==> config.mk <==
export PLATFORM = sky130hd
export DESIGN_NAME = audio_dac_feeder
export DESIGN_NICKNAME = d
export VERILOG_FILES = /design/src/rtl/audio_dac_feeder.sv
export SDC_FILE = /design/constraint.sdc
export NUM_CORES = 1
export LEC_CHECK = 0
export BUFFER_PORTS_ARGS = -buffer_cell sky130_fd_sc_hd__buf_2
export CORE_MARGIN = 8
export CORE_UTILIZATION = 25
export CTS_CLUSTER_DIAMETER = 80
export DETAILED_ROUTE_END_ITERATION = 10
export PLACE_DENSITY = 0.36
export SETUP_SLACK_MARGIN = 0.05
export SLEW_MARGIN = 0
export SYNTH_ARGS = -nofsm -noshare
export SYNTH_HDL_FRONTEND = slang
export SYNTH_SLANG_ARGS = --single-unit
==> constraint.sdc <==
create_clock -name CLK -period 5.2 [get_ports CLK]
set_clock_uncertainty 0.15 [all_clocks]
set_input_delay 0.26 -clock CLK [delete_from_list [all_inputs] [get_ports CLK]]
set_output_delay 0.26 -clock CLK [all_outputs]
set_load 0.01 [all_outputs]
==> src/rtl/audio_dac_feeder.sv <==
// audio_dac_feeder: buffers signed PCM samples in a small FIFO and, once per
// output tick, pops one, attenuates it and feeds the offset-binary word to the
// sigma-delta DAC through a click-free mute/unmute ramp.
// Ports:
//   CLK, RESET (sync, active-low), CEN (divider enable)
//   SAMPLE_IN/SAMPLE_VALID/SAMPLE_READY : sample push handshake (READY = not full)
//   VOL (arith. right shift 0..7), MUTE, CLR_UNDERRUN : controls
//   DAC_DATA, TICK : DAC word and its one-cycle update strobe
//   UNDERRUN (sticky), FIFO_LEVEL : status
module audio_dac_feeder #(
    parameter int IW         = 16,
    parameter int MSBI       = 7,
    parameter int DEPTH_LOG2 = 2,
    parameter int RATE_DIV   = 64
) (
    input  logic                  CLK,
    input  logic                  RESET,
    input  logic                  CEN,
    input  logic [IW-1:0]         SAMPLE_IN,
    input  logic                  SAMPLE_VALID,
    output logic                  SAMPLE_READY,
    input  logic [2:0]            VOL,
    input  logic                  MUTE,
    input  logic                  CLR_UNDERRUN,
    output logic [MSBI:0]         DAC_DATA,
    output logic                  TICK,
    output logic                  UNDERRUN,
    output logic [DEPTH_LOG2:0]   FIFO_LEVEL
);
    localparam int CW = $clog2(RATE_DIV);
    localparam int DN = 2 ** DEPTH_LOG2;
    localparam int SH = IW - MSBI - 1;
    localparam logic [CW-1:0] CNT_MAX = CW'(RATE_DIV - 1);
    localparam logic [CW-1:0] C1 = CW'(1);
    localparam logic [DEPTH_LOG2-1:0] P1 = DEPTH_LOG2'(1);
    localparam logic [DEPTH_LOG2:0] L1 = (DEPTH_LOG2 + 1)'(1);
    localparam logic [DEPTH_LOG2:0] DEPTH = {1'b1, {DEPTH_LOG2{1'b0}}};
    localparam logic [MSBI:0] MID = {1'b1, {MSBI{1'b0}}};
    localparam logic [MSBI:0] W1 = (MSBI + 1)'(1);

    typedef enum logic [1:0] {S_RUN, S_RAMP_DN, S_MUTED, S_RAMP_UP} state_t;

    logic [CW-1:0]         cnt_q, cnt_d;
    logic [DEPTH_LOG2-1:0] wr_q, wr_d, rd_q, rd_d;
    logic [DEPTH_LOG2:0]   level_q, level_d;
    logic [IW-1:0]         mem_q [DN];
    logic [MSBI:0]         cur_q, cur_d, dac_q, dac_d, word;
    logic                  tick_q, underrun_q, underrun_d;
    logic                  tick, push, pop;
    state_t                state_q, state_d, eff;

    function automatic logic [MSBI:0] step_to(input logic [MSBI:0] a, input logic [MSBI:0] b);
        return a < b ? a + W1 : a > b ? a - W1 : a;
    endfunction

    assign SAMPLE_READY = level_q != DEPTH;
    assign FIFO_LEVEL   = level_q;
    assign DAC_DATA     = dac_q;
    assign TICK         = tick_q;
    assign UNDERRUN     = underrun_q;

    always_comb begin
        tick    = CEN && cnt_q == CNT_MAX;
        cnt_d   = !CEN ? cnt_q : tick ? '0 : cnt_q + C1;
        push    = SAMPLE_VALID && SAMPLE_READY;
        // level_q is registered, so a sample pushed on a tick cycle is not visible to that tick
        pop     = tick && level_q != '0;
        wr_d    = push ? wr_q + P1 : wr_q;
        rd_d    = pop ? rd_q + P1 : rd_q;
        level_d = (push && !pop) ? level_q + L1 : (pop && !push) ? level_q - L1 : level_q;
        // attenuation shift and top-bit selection folded into one arithmetic shift
        word    = (MSBI + 1)'($signed(mem_q[rd_q]) >>> (32'(VOL) + SH));
        cur_d   = pop ? {~word[MSBI], word[MSBI-1:0]} : cur_q;
        underrun_d = (tick && level_q == '0) || (underrun_q && !CLR_UNDERRUN);
    end

    // MUTE changes redirect the ramp on the same tick the step is taken
    always_comb begin
        eff = (MUTE && (state_q == S_RUN || state_q == S_RAMP_UP)) ? S_RAMP_DN :
              (!MUTE && (state_q == S_RAMP_DN || state_q == S_MUTED)) ? S_RAMP_UP : state_q;
        state_d = state_q;
        dac_d   = dac_q;
        if (tick) begin
            case (eff)
                S_RUN:   dac_d = cur_d;
                S_MUTED: dac_d = MID;
                S_RAMP_DN: begin
                    dac_d   = step_to(dac_q, MID);
                    state_d = dac_d == MID ? S_MUTED : S_RAMP_DN;
                end
                default: begin
                    dac_d   = step_to(dac_q, cur_d);
                    state_d = dac_d == cur_d ? S_RUN : S_RAMP_UP;
                end
            endcase
        end
    end

    always_ff @(posedge CLK) begin
        if (push) mem_q[wr_q] <= SAMPLE_IN;
    end

    always_ff @(posedge CLK) begin
        if (!RESET) begin
            cnt_q      <= '0;
            wr_q       <= '0;
            rd_q       <= '0;
            level_q    <= '0;
            cur_q      <= MID;
            dac_q      <= MID;
            tick_q     <= 1'b0;
            underrun_q <= 1'b0;
            state_q    <= S_MUTED;
        end else begin
            cnt_q      <= cnt_d;
            wr_q       <= wr_d;
            rd_q       <= rd_d;
            level_q    <= level_d;
            cur_q      <= cur_d;
            dac_q      <= dac_d;
            tick_q     <= tick;
            underrun_q <= underrun_d;
            state_q    <= state_d;
        end
    end
endmodule

==> metrics.md <==
| Metric | Value |
|---|---|
| Longest Clk Path Bufs | `2` |
| Post-DP Area | `~4600 µm²` |
| Initial antenna violation count | `0` |
| Drt pass-1 iters | `5` |
| Post-Syn Nets | `roughly 460` |
| F_max | `213 MHz` |
| Total CTS buffers | `9` |
| RSZ-0062 raised after global routing | `false` |
| Syn avg cell area | `10.2 µm²` |
| Worst slew pin tran | `0.895 ns` |
| Worst slack, placed | `0.506 ns` |
| Seq/Total Area, Yosys | `0.395` |
| Kind of critical path | `register to register` |
| Die Height | `between 100 and 150 µm` |
| # setup viols final | `0` |
| Detailed-placement wirelength estimate | `between 8000 and 9000 µm` |
| Final worst-path cycle share | `0.904` |
| DR WL/cell | `17.1 µm` |
| Hold_buf cts | `8` |
| Core Util, Final | `0.302` |
| Via count | `3285` |
| Yosys reg bits | `67` |
| Crit end category | `register` |
| H-tree depth | `3` |
| Worst VDD drop | `approximately 0.00017 V` |
| Most frequent cell after synthesis | `nor2_1` |
| FFs w/ async S/R, synth | `0` |
| Die area | `21200 µm²` |
| Detail Route Antenna Nets | `0` |
| Cell count after synthesis | `~410` |
| Post-synth EDFFs | `32` |
| Min-delay worst type | `primary input to register` |
| Total Routing Usage GR | `0.112` |
| Fillers | `about 1700` |
| Area delta synth->final | `18.6%` |
| Dominant synthesized flop cell | `dfxtp_1` |
| Core Region | `16500 µm²` |
| First-pass GRT wire length | `18700 µm` |
| Biggest area consumer among synthesized cells | `edfxtp_1` |
| Yosys cell types | `57` |
| # DRC | `0` |
| Clock transition at path regs | `0.06 ns` |
| # port buffers | `30` |
| Vias in the first global route | `between 3000 and 4000` |
| CTS resizes | `0` |
| Synthesis warning total | `0` |
| Status | `completed` |
| Vias per std cell | `~4.9` |
| Chip width | `approximately 150 µm` |
| TritonCTS Sinks | `67` |
| Initial core utilization | `0.255` |
| Worst-path fanout max | `6` |
| CP arrival | `4.75 ns` |
| R2R Path End | `state_q[1]` |
| Antenna diode count | `0` |
| Setup TNS | `0 ns` |
| Num rows | `47` |
| Final Max Slew Viols | `0` |
| Slew HR | `0.401` |
| Post-CTS setup buffer count | `0` |
| Synth Cell Area | `4210 µm²` |
| Power Dens Cells | `271 nW/µm²` |
| Worst setup margin | `0.501 ns` |
| Most frequent cells after synthesis | `43 x nor2_1, 35 x dfxtp_1, 32 x edfxtp_1` |
| Finished Cell Area | `4990 µm²` |
| Final GP Congestion | `0.766` |
| Total gr overflow | `0` |
| Number of cells on the worst hold path | `2` |
| Min-delay src | `RESET` |
| Final min period | `4.70 ns` |
| Routed WL | `around 12000 µm` |
| Leak pwr | `between 1.5 and 2 nW` |
| Clock Latency Late Sink | `0.34 ns` |
| MaxCap Viol Count | `0` |
| Worst endpoint required time | `5.25 ns` |
| Largest net degree at the start of global routing | `24` |
| CTS tree | `built` |
| Nets | `495` |
| Area share of the largest cell type after synthesis | `0.228` |
| Reg2Reg Launch Point | `cnt_q[0]` |
| Hold EP | `cur_q[7]` |
| Share of cells above drive strength 1 | `0.158` |
| IO Pins | `39` |
| Top cells by area, synth | `edfxtp_1 23%, dfxtp_1 17%, mux4_1 8.7%` |
| Critical path launch point type | `register` |
| Final hold violations | `0` |
| R2R cell count | `18` |
| R2R Setup Slk | `0.50 ns` |
| Root Buffer | `clkbuf_16` |
| Starting DRC count in detailed routing | `191` |
[kinds of logic after synthesis]
logic type | Yosys count | share of synthesized area
and+or+nand+nor | 128 | 0.152
buffers and inverters | 40 | 0.0425
AOI/OAI and AO/OA | 101 | 0.155
DFF | 67 | 0.395
muxes | 31 | 0.135
adders and majority gates | 18 | 0.0553
xor gates and xnor gates | 28 | 0.0648
[registers in the layout, indices dropped and copies added, names as in the netlist, named ones only]
| name | count |
|---|---|
| FIFO_LEVEL | 3 |
| UNDERRUN | 1 |
| wr_q | 2 |
| rd_q | 2 |
| cur_q | 8 |
| cnt_q | 6 |
| state_q | 2 |
| TICK | 1 |
| DAC_DATA | 8 |
| mem_q | 32 |
[worst max path at each step]
stage / slack [ns] / depth (start not counted) / to / from
after CTS: 0.47 / 18 / state_q[1] / cnt_q[0]
after floorplan: 1.02 / 18 / state_q[1] / cnt_q[0]
after detailed placement: 0.51 / 17 / state_q[1] / FIFO_LEVEL[0]
after global routing: 0.06 / 17 / state_q[1] / FIFO_LEVEL[0]
after global placement: 0.58 / 17 / state_q[1] / FIFO_LEVEL[0]
final: 0.50 / 18 / state_q[1] / cnt_q[0]
[report_power, final]
part           switching (mW)  total, mW  internal [mW]
clock                   0.237      0.605          0.368
sequential             0.0205      0.605          0.585
combinational          0.0770      0.142         0.0649
total                   0.334       1.35           1.02
[routing by layer]
metal | vias up | GRT usage | part of all wire
met2 | 72 | 0.172 | 0.45
li1 | 1641 | - | -
met4 | 0 | 0.0265 | 0.0088
met5 | - | 0 | 0
met3 | 6 | 0.0345 | 0.041
met1 | 1566 | 0.150 | 0.50
[cell usage in the layout (no fill, tap or decap), types with 14 or more instances in the layout]
cell      count
nor2_1       43
dfxtp_1      35
edfxtp_1     32
buf_2        30
o21ai_0      24
a21oi_1      24
nand2_1      23
inv_1        17
xor2_1       17
ha_1         17
mux4_1       14
[cell type report]
class                   count  area [µm²]  area share
repair buffers             51         328      0.0657
well taps                 220         275      0.0552
clock inverters             7        68.8      0.0138
flip-flops and latches     67        1660       0.333
inverters                  17        63.8      0.0128
clock buffers               9         225      0.0451
multi-input cells         306        2370       0.474
[worst max-delay path: stages (launching register included)]
cell	delay, ns
dfxtp_1	0.38
ha_1	0.19
nand4_1	0.22
nor3b_2	0.48
inv_1	0.28
a211oi_2	0.36
a211oi_1	0.08
buf_4	0.17
ha_1	0.17
nor2b_1	0.11
o211ai_1	0.14
a21o_1	0.20
and2_1	0.21
buf_4	0.18
a211oi_1	0.41
xor2_1	0.20
nand3_1	0.12
nor4b_2	0.34
o221ai_1	0.17
[stage by stage]
step / hold slack (ns) / std cells / total power, mW
detailed placement: 0.329 / 653 / 0.756
floorplan: 0.209 / 413 / 0.706
CTS: 0.0583 / 677 / 1.37
global route: 0.0635 / 677 / 1.42
global placement: 0.323 / 653 / 0.757
finish: 0.0553 / 677 / 1.35
No activity file was read; power rests on OpenSTA's default activity.
